## src/rtl/elevator_vga_display.sv

```systemverilog
// VGA timing generator and elevator-shaft renderer; all outputs registered on the pixel enable.
// Status inputs are shadowed once per frame at vblank start so a frame is always drawn from one snapshot.
module elevator_vga_display #(
    parameter int COLOR_W    = 4,
    parameter int NUM_FLOORS = 8,
    parameter int CLK_DIV    = 2,
    parameter int H_ACTIVE   = 640,
    parameter int H_FP       = 16,
    parameter int H_SYNC     = 96,
    parameter int H_BP       = 48,
    parameter int V_ACTIVE   = 480,
    parameter int V_FP       = 10,
    parameter int V_SYNC     = 2,
    parameter int V_BP       = 33,
    parameter bit SYNC_POL   = 1'b0,
    parameter int SHAFT_X0   = 256,
    parameter int SHAFT_W    = 128,
    parameter int IND_X0     = 416,
    parameter int IND_W      = 32,
    localparam int FLOOR_W   = $clog2(NUM_FLOORS)
) (
    input  logic                  CLK,
    input  logic                  reset,
    input  logic [1:0]            sim_state,
    input  logic [NUM_FLOORS-1:0] destination,
    input  logic [FLOOR_W-1:0]    car_floor,
    output logic                  hsync,
    output logic                  vsync,
    output logic [COLOR_W-1:0]    R,
    output logic [COLOR_W-1:0]    G,
    output logic [COLOR_W-1:0]    B,
    output logic                  frame_start
);

    localparam int H_TOT = H_ACTIVE + H_FP + H_SYNC + H_BP;
    localparam int V_TOT = V_ACTIVE + V_FP + V_SYNC + V_BP;
    localparam int HW    = $clog2(H_TOT);
    localparam int VW    = $clog2(V_TOT);
    localparam int DW    = (CLK_DIV > 1) ? $clog2(CLK_DIV) : 1;
    localparam int BH    = V_ACTIVE / NUM_FLOORS;
    localparam int REM   = V_ACTIVE % NUM_FLOORS;
    localparam int RW    = (BH > 1) ? $clog2(BH) : 1;

    localparam logic [COLOR_W-1:0] C_FULL = '1;
    localparam logic [COLOR_W-1:0] C_MSB  = COLOR_W'(1) << (COLOR_W - 1);
    localparam logic [COLOR_W-1:0] C_LSB  = COLOR_W'(1);

    logic [DW-1:0]         div_cnt;
    logic                  pix_en;
    logic [HW-1:0]         h_cnt;
    logic [VW-1:0]         v_cnt;
    logic                  h_last;
    logic                  v_last;

    logic                  band_vld;
    logic [FLOOR_W-1:0]    band_cnt;
    logic [RW-1:0]         row_in_band;

    logic [1:0]            sh_state;
    logic [NUM_FLOORS-1:0] sh_dest;
    logic [FLOOR_W-1:0]    sh_car;

    int                    hx;
    int                    vy;
    logic                  active;
    logic                  hs_act;
    logic                  vs_act;
    logic                  in_shaft;
    logic                  in_lamp;
    logic [FLOOR_W-1:0]    floor_idx;
    logic [COLOR_W-1:0]    pr, pg, pb;

    assign pix_en = (div_cnt == DW'(CLK_DIV - 1));
    assign h_last = (h_cnt == HW'(H_TOT - 1));
    assign v_last = (v_cnt == VW'(V_TOT - 1));

    always_ff @(posedge CLK or posedge reset) begin
        if (reset) begin
            div_cnt <= '0;
        end else if (pix_en) begin
            div_cnt <= '0;
        end else begin
            div_cnt <= div_cnt + DW'(1);
        end
    end

    always_ff @(posedge CLK or posedge reset) begin
        if (reset) begin
            h_cnt <= '0;
            v_cnt <= '0;
        end else if (pix_en) begin
            h_cnt <= h_last ? '0 : h_cnt + HW'(1);
            if (h_last) begin
                v_cnt <= v_last ? '0 : v_cnt + VW'(1);
            end
        end
    end

    // Band state always describes the row v_cnt currently holds; it moves with each line wrap.
    always_ff @(posedge CLK or posedge reset) begin
        if (reset) begin
            band_vld    <= (REM == 0);
            band_cnt    <= '0;
            row_in_band <= '0;
        end else if (pix_en && h_last) begin
            if (v_last) begin
                band_vld    <= (REM == 0);
                band_cnt    <= '0;
                row_in_band <= '0;
            end else if (!band_vld) begin
                if (REM != 0 && int'(v_cnt) == REM - 1) begin
                    band_vld    <= 1'b1;
                    band_cnt    <= '0;
                    row_in_band <= '0;
                end
            end else if (row_in_band == RW'(BH - 1)) begin
                row_in_band <= '0;
                if (band_cnt == FLOOR_W'(NUM_FLOORS - 1)) begin
                    band_vld <= 1'b0;
                end else begin
                    band_cnt <= band_cnt + FLOOR_W'(1);
                end
            end else begin
                row_in_band <= row_in_band + RW'(1);
            end
        end
    end

    always_ff @(posedge CLK or posedge reset) begin
        if (reset) begin
            sh_state <= '0;
            sh_dest  <= '0;
            sh_car   <= '0;
        end else if (pix_en && h_cnt == '0 && v_cnt == VW'(V_ACTIVE)) begin
            sh_state <= sim_state;
            sh_dest  <= destination;
            sh_car   <= (int'(car_floor) >= NUM_FLOORS) ? FLOOR_W'(NUM_FLOORS - 1) : car_floor;
        end
    end

    assign hx        = int'(h_cnt);
    assign vy        = int'(v_cnt);
    assign active    = (hx < H_ACTIVE) && (vy < V_ACTIVE);
    assign hs_act    = (hx >= H_ACTIVE + H_FP) && (hx < H_ACTIVE + H_FP + H_SYNC);
    assign vs_act    = (vy >= V_ACTIVE + V_FP) && (vy < V_ACTIVE + V_FP + V_SYNC);
    assign in_shaft  = (hx >= SHAFT_X0) && (hx < SHAFT_X0 + SHAFT_W);
    assign in_lamp   = (hx >= IND_X0) && (hx < IND_X0 + IND_W);
    // Band 0 is the top of the screen, i.e. the highest floor.
    assign floor_idx = FLOOR_W'(NUM_FLOORS - 1) - band_cnt;

    always_comb begin
        pr = '0;
        pg = '0;
        pb = '0;
        if (active && band_vld) begin
            if (row_in_band == '0) begin
                pr = C_MSB;
                pg = C_MSB;
                pb = C_MSB;
            end else if (in_shaft && floor_idx == sh_car) begin
                case (sh_state)
                    2'd0: begin
                        pr = C_FULL;
                        pg = C_FULL;
                        pb = C_FULL;
                    end
                    2'd1:    pg = C_FULL;
                    2'd2:    pb = C_FULL;
                    default: pr = C_FULL;
                endcase
            end else if (in_shaft) begin
                pr = C_LSB;
                pg = C_LSB;
                pb = C_LSB;
            end else if (in_lamp && sh_dest[floor_idx]) begin
                pr = C_FULL;
                pg = C_FULL;
            end
        end
    end

    always_ff @(posedge CLK or posedge reset) begin
        if (reset) begin
            R           <= '0;
            G           <= '0;
            B           <= '0;
            hsync       <= ~SYNC_POL;
            vsync       <= ~SYNC_POL;
            frame_start <= 1'b0;
        end else begin
            frame_start <= pix_en && h_last && v_last;
            if (pix_en) begin
                R     <= pr;
                G     <= pg;
                B     <= pb;
                hsync <= SYNC_POL ? hs_act : ~hs_act;
                vsync <= SYNC_POL ? vs_act : ~vs_act;
            end
        end
    end

endmodule

```

## config.mk

```make
export PLATFORM = sky130hd
export DESIGN_NAME = elevator_vga_display
export DESIGN_NICKNAME = d
export VERILOG_FILES = /design/src/rtl/elevator_vga_display.sv
export SDC_FILE = /design/constraint.sdc
export NUM_CORES = 1
export LEC_CHECK = 0
export CAP_MARGIN = 20
export CORE_MARGIN = 8
export CORE_UTILIZATION = 50
export DETAILED_ROUTE_END_ITERATION = 10
export DONT_BUFFER_PORTS = 1
export PLACE_DENSITY_LB_ADDON = 0.25
export REMOVE_ABC_BUFFERS = 1
export SETUP_SLACK_MARGIN = 0.2
export SLEW_MARGIN = 15
export SYNTH_ARGS = -nofsm -noshare
export SYNTH_HDL_FRONTEND = slang
export SYNTH_SLANG_ARGS = --single-unit
```

## constraint.sdc

```tcl
create_clock -name CLK -period 4.3 [get_ports CLK]
set_input_delay 0.645 -clock CLK [delete_from_list [all_inputs] [get_ports CLK]]
set_output_delay 0.645 -clock CLK [all_outputs]
set_load 0.02 [all_outputs]
```

## Word level (Yosys, flattened, before mapping)

Index checks and enable logic that the tools add are counted.

| word-level totals | value |
|---|---|
| output and inout port bits | 15 |
| memory bits (writable) | 0 |
| ROM bits | 0 |
| logic and storage cells | 97 |
| memories kept | 0 |
| flip-flop bits (word level) | 59 |
| latch bits | 0 |

| cells by class | value |
|---|---|
| div/mod/pow operators | 0 |
| equal/unequal tests | 9 |
| multipliers | 0 |
| shift-type cells | 0 |
| mux-type cells | 31 |
| order comparisons | 11 |
| reductions and logical operators | 23 |
| add/subtract/negate cells | 6 |
| bitwise gates (word level) | 2 |

Operators by type and width:

| operator | number |
|---|---|
| two-way mux 4 bit | 14 |
| < comparator 10 x 9 -> 1 bit, second input constant | 4 |
| greater-or-equal comparator 10 x 9 -> 1 bit, second input constant | 3 |
| adder 10 x 1 -> 10 bit, second input constant | 2 |
| equality test 10 bit, second input constant | 2 |
| < comparator 10 bit, second input constant | 2 |
| two-way mux 10 bit | 2 |
| two-way mux 6 bit | 3 |
| logical AND 1 bit | 12 |
| two-way mux 3 bit | 4 |
| equality test 10 x 9 -> 1 bit, second input constant | 1 |
| greater-or-equal comparator 10 bit, second input constant | 1 |
| logical NOT 10 bit | 1 |
| two-way mux 1 bit | 7 |
| adder 6 x 1 -> 6 bit, second input constant | 1 |
| equality test 6 bit, second input constant | 1 |
| logical NOT 6 bit | 1 |
| OR reduction 2 bit | 3 |
| < comparator 3 x 4 -> 1 bit, second input constant | 1 |
| AND reduction 2 bit | 2 |
| AND reduction 4 bit | 1 |
| nonzero test 2 bit | 2 |
| adder 3 x 1 -> 3 bit, second input constant | 1 |
| binary-select mux 1 bit (select 3 bit) | 1 |
| other kinds (9) | 10 |

## Logic depth before layout (Yosys ltp)

Gate-level depths: netlist (run 1).

| depth | value |
|---|---|
| word-level depth | 9 |
| gate-level depth with buffers | 8 |
| depth with buffers taken out | 7 |

## Worst setup path after synthesis (run 1)

No wires, ideal clock.

| path | value |
|---|---|
| path kind | register to register |
| start | reg h_cnt[0] |
| end | reg v_cnt[7] |
| setup time | 79 ps |
| clock period less this slack | 1942 ps |
| path slack | 2358 ps |
| arrival | 1863 ps |
| required time | 4221 ps |
| cell stages (with the launch flop) | 8 |
| path buffers | 1 |
| cells stage by stage | dfrtp_1 -> ha_1 -> nand4_4 -> or4_4 -> buf_6 -> or2_4 -> nor2_2 -> xor2_1 |

| on the way | value |
|---|---|
| word-level cells in the longest chain between the ends | 2 |

Ends and longest elaborated chain:

| element | RTL line | RTL |
|---|---|---|
| start, declared | 50 | `logic [HW-1:0] h_cnt;` |
| start signal, assigned | 92 | `h_cnt <= h_last ? '0 : h_cnt + HW'(1);` |
| equality test 10 bit | 74 | `assign h_last = (h_cnt == HW'(H_TOT - 1));` |
| AND reduction 2 bit (no line) | n/a |  |
| end signal, assigned | 94 | `v_cnt <= v_last ? '0 : v_cnt + VW'(1);` |
| end, declared | 51 | `logic [VW-1:0] v_cnt;` |

Every way passes these cells.
A chain may end at the register's enable or synchronous reset.

## Worst setup path in the final report (run 1)

| path | value |
|---|---|
| start | reg h_cnt[0] |
| end | reg row_in_band[4] |

| on the way | value |
|---|---|
| word-level cells in the longest chain between the ends | 3 |

Ends and longest elaborated chain:

| element | RTL line | RTL |
|---|---|---|
| equality test 10 bit | 74 |  |
| logical AND 1 bit | 105 | `end else if (pix_en && h_last) begin` |
| AND reduction 2 bit (no line) | n/a |  |
| end signal, assigned | 124 | `row_in_band <= row_in_band + RW'(1);` |
| end, declared | 57 | `logic [RW-1:0] row_in_band;` |

Every way passes these cells.

==> impl_metrics.toml, run 1 <==
[yosys]
synthArstFlopShare_pct = 100
yosysTopAreaCell = "dfrtp_1"
synth_top_area_share_pct = 45.4
synthXorXnorAreaFrac_pct = 4.80
yosys.area_share.adder_pct = 4.71
ys_types = 50
synth_top_family_by_area = "simple AND/OR/NAND/NOR gates"
synth-main-ff-cell = "dfrtp_1"
syn-cell-area_um2 = 2920
synth-simple-area-share_pct = 20.5
ys_warn_count = 0
synthTopCellsByCount = "53 x dfrtp_1, 26 x o21ai_0, 24 x nand2_1, 17 x nor2_1, 13 x inv_1"
yosysMostFrequentCell = "dfrtp_1"
syn_inst = 277
synth_mux_area_share_pct = 6.51
ys_seq_elements = 56
synth_edf_count = 0
ys_seq_area_share_pct = 48.1
syn_avg_cell_area_um2 = 10.5
yosys-top-cells-area = "dfrtp_1 45%, ha_1 4.7%, mux2_2 4.6%, o21ai_0 4.5%, nand2_1 3.1%"
synth_compound_area_share_pct = 10.7

[finish]
area_delta_synth_final_pct = 3.77
nets = 296
multi_input_area_um2 = 1380
register_area_um2 = 1410
fin_area_um2 = 3030
final_util_pct = 52.4
fillCellCount = 524
n_antenna_cell = 0
drive_above_1_share_pct = 13.3

[sta]
hold_viol = 0
setup_violations = 0
fin_skew_ps = 14.0
fin_setup_tns_ps = 0
max_freq_ghz = 0.417
max_slew.worst_pin.slew_ps = 789
slew_headroom_pct = 47.0
min_period_ps = 2400
rsz0062_at_grt = "no"
finalCritPeriodShare_pct = 55.8
maxSlewViolCount = 0

[global_routing]
antenna_found_initial = 0
grt_pass1_wl_um = 9710
grt_pass1_vias = 2015
overflow = 0
grt_usage_pct = 13.8
grt_max_degree = 57

[route]
wl_per_cell_um = 16.1
ant_nets = 0
drc = 0
vias = 1973
viasPerCell = 5.70
drt_iter0_drc = 78
dr.pass1.iters = 4
wirelength_um = 5560

[worst_setup_path]
cp-end-kind = "flop"
worstPathRequired_ps = 4550
cp-start-kind = "flop"
crit_type = "reg2reg"
critPathMaxFanout = 16
cp.arrival_ps = 2650

[place]
port-buffer-count = 0
gp_congestion = 0.830
hpwl_um = 4000
place_area_um2 = 2940

[die]
start_util_pct = 50.5
rows = 28
die_area_um2 = 8550
die_h_um = 92.4
ioPinCount = 30
die_w_um = 92.4
fp.coreArea_um2 = 5780

[pwr]
power_mw = 0.835
p_leak_nw = 1.37
p_per_area_nw_per_um2 = 275
ir_drop_uv = 131

[cts]
htree_levels = 2
cts_buffer_depth = 2
ctsResizeCount = 0
cts_sinks = 56
cts.clk_slew.worst_paths_ps = 110
post-cts-setup-buffers = 0
clock-root-buffer = "clkbuf_8"
cts_tree = "yes"
cts-buffers-inserted = 5
ctsHoldBuffers = 0
clock_insertion_delay_worst_skew_ps = 310

[worst_hold_path]
hold_class = "in2async"

[status]
status = "completed"

[job]
drv_cap = 0
logic make-up (layout without fill, tap and decap cells):
| kind of cell | after synthesis | in the layout |
|---|---|---|
| AOI/OAI and AO/OA | 50 | 50 |
| xor gates and xnor gates | 16 | 16 |
| adders and majority gates | 11 | 11 |
| buffers and inverters | 29 | 23 |
| DFF | 56 | 56 |
| muxes | 15 | 15 |
| and+or+nand+nor | 100 | 100 |
registers in the layout, summed over array words and instances, names as in the netlist, 3 cells and up:
| name | count |
|---|---|
| B | 3 |
| G | 3 |
| R | 3 |
| band_cnt | 3 |
| h_cnt | 10 |
| row_in_band | 6 |
| sh_car | 3 |
| sh_dest | 8 |
| v_cnt | 10 |
final timing paths:
path	to	slack, ps	start	cells after the start
max in group asynchronous	row_in_band[3]	3440	reset	2
min in group CLK	sh_state[0]	450	sim_state[0]	2
min reg2reg	vsync	480	v_cnt[1]	1
min	B[2]	390	reset	2
max	row_in_band[4]	1900	h_cnt[0]	6
max reg2reg	row_in_band[4]	1900	h_cnt[0]	6
stage by stage:
| step | hold slack (ps) | instances | worst slack (ps) |
|---|---|---|---|
| 2_1_floorplan | 433 | 262 | 2260 |
| 3_3_place_gp | 476 | 338 | 1970 |
| 3_5_place_dp | 477 | 338 | 1920 |
| 4_1_cts | 425 | 346 | 1900 |
| 5_1_grt | 437 | 346 | 1690 |
| 6_report | 387 | 346 | 1900 |
report_power, final:
part	internal (mW)	leakage (nW)	switching (mW)	total [mW]
clock network	0.119	0.0487	0.179	0.298
registers	0.526	0.747	0	0.526
logic	0.000813	0.569	0.00968	0.0105
total	0.646	1.37	0.188	0.835
worst max-delay path, stage by stage, from the launching register on:
cell and delay [ps]:
dfrtp_1 430, ha_1 230, nand4_4 160, nor4_4 710
o2111ai_1 230, or4b_1 510, nand3_1 80
cell type report:
class                           count  share of cell area (%)
Sequential cell                    56                    46.3
Multi-Input combinational cell    192                    45.4
Tap cell                           75                    3.10
Clock buffer                        5                    2.27
Inverter                           14                    1.73
Clock inverter                      3                   0.867
Timing Repair Buffer                1                   0.248
cells in the final DEF (no fill, tap or decap), drive strengths merged, types with 6 or more instances in the layout:
cell type,instances
o21ai,26
nand3,7
ha,11
nor4,8
xor2,6
nand4,9
mux2,12
dfrtp,53
nor2,19
o2bb2ai,6
nor3,8
inv,14
nand2,24
xnor2,10
metal layers:
metal  GRT usage, %  up-vias  share of wire, %
met5              0        -                 0
met4           3.76        0              0.86
met3           2.83        5               4.3
met2           22.4       34                48
met1           18.1      961                47
li1               -      973                 -
No activity file was read; power rests on OpenSTA's default activity.
==> run 2, diff against run 1 <==
ABC_AREA = 1   (was default)
clock period = 2 ns   (was 4.3 ns; I/O delays follow)
==> run 2 against run 1 <==
Compared with the run above:
- cell area rose by 9.9%
- global-route usage rose by 0.67 points
- synthesized cell count rose by 43%
- critical path depth rose by 4
- sequential power rose by 110%
- non-clock buffer count rose by 7
- area after synthesis rose by 5.8%
- via count rose by 23%
- worst setup slack got worse by 1500 ps
- count of clock-buffer cells in the layout rose by 2
- fmax rose by 47%
- critical endpoint is now band_cnt[0]
- largest power group unchanged
==> impl_metrics.toml, run 2 <==
[yosys]
synth-main-ff-cell = "dfrtp_1"
syn_avg_cell_area_um2 = 7.82
yosys-top-cells-area = "dfrtp_1 43%, nand2_1 14%, inv_1 6.6%, nand3_1 5.0%, ha_1 4.5%"
ys_warn_count = 0
synth_edf_count = 0
yosysMostFrequentCell = "nand2_1"
syn_inst = 395
synthArstFlopShare_pct = 100
synth_top_area_share_pct = 42.9
synthTopCellsByCount = "113 x nand2_1, 54 x inv_1, 53 x dfrtp_1, 31 x nand3_1, 30 x nor2_1"
yosysTopAreaCell = "dfrtp_1"
syn-cell-area_um2 = 3090
ys_types = 35
ys_seq_area_share_pct = 45.5
ys_seq_elements = 56

[worst_setup_path]
worstPathRequired_ps = 2210
cp-start-kind = "flop"
cpMostUsedCell = "nand2_1"
critical-path-top-delay-family = "simple AND/OR/NAND/NOR gates"
cp.arrival_ps = 1840
critPathSlowestCell = "dfrtp_1"
slowest_delay_ps = 400
cp-end-kind = "flop"
r2r_slack_ps = 370
path_cells = "ha_2, nand2_2, inv_1, nand2_2, nor2_8, nand2_4, nand2_8, nand2_1, nand2_1, nand2_1"
crit_buf_inv = 1
critPathMaxFanout = 12
crit_type = "reg2reg"

[die]
die_area_um2 = 8950
start_util_pct = 51.9
ioPinCount = 30
rows = 28
fp.coreArea_um2 = 5960
die_w_um = 94.6
die_h_um = 94.6

[cts]
clock-root-buffer = "clkbuf_8"
cts_sinks = 56
cts_buffer_depth = 2
clock_insertion_delay_worst_skew_ps = 310
cts-buffers-inserted = 5
cts_tree = "yes"
cts.clk_slew.worst_paths_ps = 100
htree_levels = 2

[global_routing]
overflow = 0
grt_max_degree = 34
grt_pass1_vias = 2368
grt_usage_pct = 14.4
grt_pass1_wl_um = 10400
antenna_found_initial = 0

[place]
gp_congestion = 0.857
hpwl_um = 4430
preCtsSetupSlack_ps = 253
port-buffer-count = 0

[pwr]
switching_share_pct = 21.1
p_switching_mw = 0.388
ir_drop_uv = 510
p_per_area_nw_per_um2 = 551
seqPwrFrac_pct = 61.6
clock_power_share_pct = 36.5
comb_power_share_pct = 1.9
p_leak_nw = 1.74
p_int_mw = 1.45

[sta]
hold_viol = 0
max_freq_ghz = 0.612
maxSlewViolCount = 0
setup_violations = 0
min_period_ps = 1630
fin_ws_ps = 367
finalCritPeriodShare_pct = 81.7
slew_headroom_pct = 63.1
fin_setup_tns_ps = 0
rsz0062_at_grt = "no"
fin_skew_ps = 10.0
max_slew.worst_pin.slew_ps = 552

[route]
vias = 2424
drc = 0
wirelength_um = 6040
viasPerCell = 5.10
drt_iter0_drc = 86
wl_per_cell_um = 12.7
dr.pass1.iters = 4
ant_nets = 0

[finish]
n_antenna_cell = 0
drive_above_1_share_pct = 11.0
top_regs = "h_cnt: 10 flops, v_cnt: 10 flops, sh_dest: 8 flops"
fillCellCount = 554
area_delta_synth_final_pct = 7.81
final_common_cell = "nand2_1"
nets = 426
mostFrequentLayoutCells = "111 x nand2_1, 53 x dfrtp_1, 51 x inv_1"

[worst_hold_path]
hold_class = "in2reg"

[status]
status = "completed"

[job]
drv_cap = 0
## run 2: layout make-up
type	count	area [µm²]	share of cell area, %
clock buffer	7	96.3	2.89
inverter	56	210	6.31
multi-input combinational	273	1440	43.2
sequential	56	1410	42.2
tap	75	93.8	2.82
timing repair buffer	8	87.6	2.63
## run 2: path summary, 6_finish.rpt
check | endpoint | cells past startpoint | startpoint
setup / recovery | band_cnt[0] | 10 | h_cnt[1]
hold / removal | sh_dest[0] | 2 | destination[0]
setup reg to reg | band_cnt[0] | 10 | h_cnt[1]
hold reg to reg | sh_dest[5] | 2 | sh_dest[5]
max in group asynchronous | h_cnt[5] | 3 | reset
min in group asynchronous | v_cnt[0] | 2 | reset
## run 2: per-stage QoR
step | std cells | cell area, µm² | util [%] | hold WS (ps) | power (mW)
2_1_floorplan | 384 | 3020 | - | 433 | 1.18
3_3_place_gp | 461 | 3140 | 52.8 | 257 | 1.19
3_5_place_dp | 461 | 3140 | 52.8 | 265 | 1.19
4_1_cts | 469 | 3250 | 54.5 | 106 | 1.85
5_1_grt | 475 | 3330 | 55.9 | 105 | 1.90
6_report | 475 | 3330 | 55.9 | 110 | 1.84
## run 2: power groups by stage
stage                     clock network [mW]  logic, mW  registers (mW)
after floorplan                            0     0.0218            1.15
after global placement                     0     0.0341            1.15
after detailed placement                   0     0.0348            1.15
after CTS                              0.684     0.0365            1.13
after global routing                   0.728     0.0411            1.13
final                                  0.671     0.0343            1.13
## run 2: routing by layer
| metal | GRT usage [%] | wire length [µm] | vias to the layer above |
|---|---|---|---|
| li1 | - | - | 1256 |
| met1 | 18.4 | 2890 | 1119 |
| met4 | 5.07 | 74 | 0 |
| met5 | 0 | 0 | - |
| met3 | 2.78 | 213 | 8 |
| met2 | 23.9 | 2860 | 41 |
## run 2: cells by family after synthesis
logic type	synth area share, %
AND/OR/NAND/NOR	30.7
buffers and inverters	9.07
flip-flops	45.5
AO/OA/AOI/OAI	7.73
adder cells (fa/ha/maj)	4.45
XOR/XNOR	2.55
## run 2: what timing repair did
item                       CTS  global route
setup endpoints to repair    0            21
hold buffers                 1             0
buffers inserted             0             5
resized for setup            0             9
hold endpoints to repair    20             0
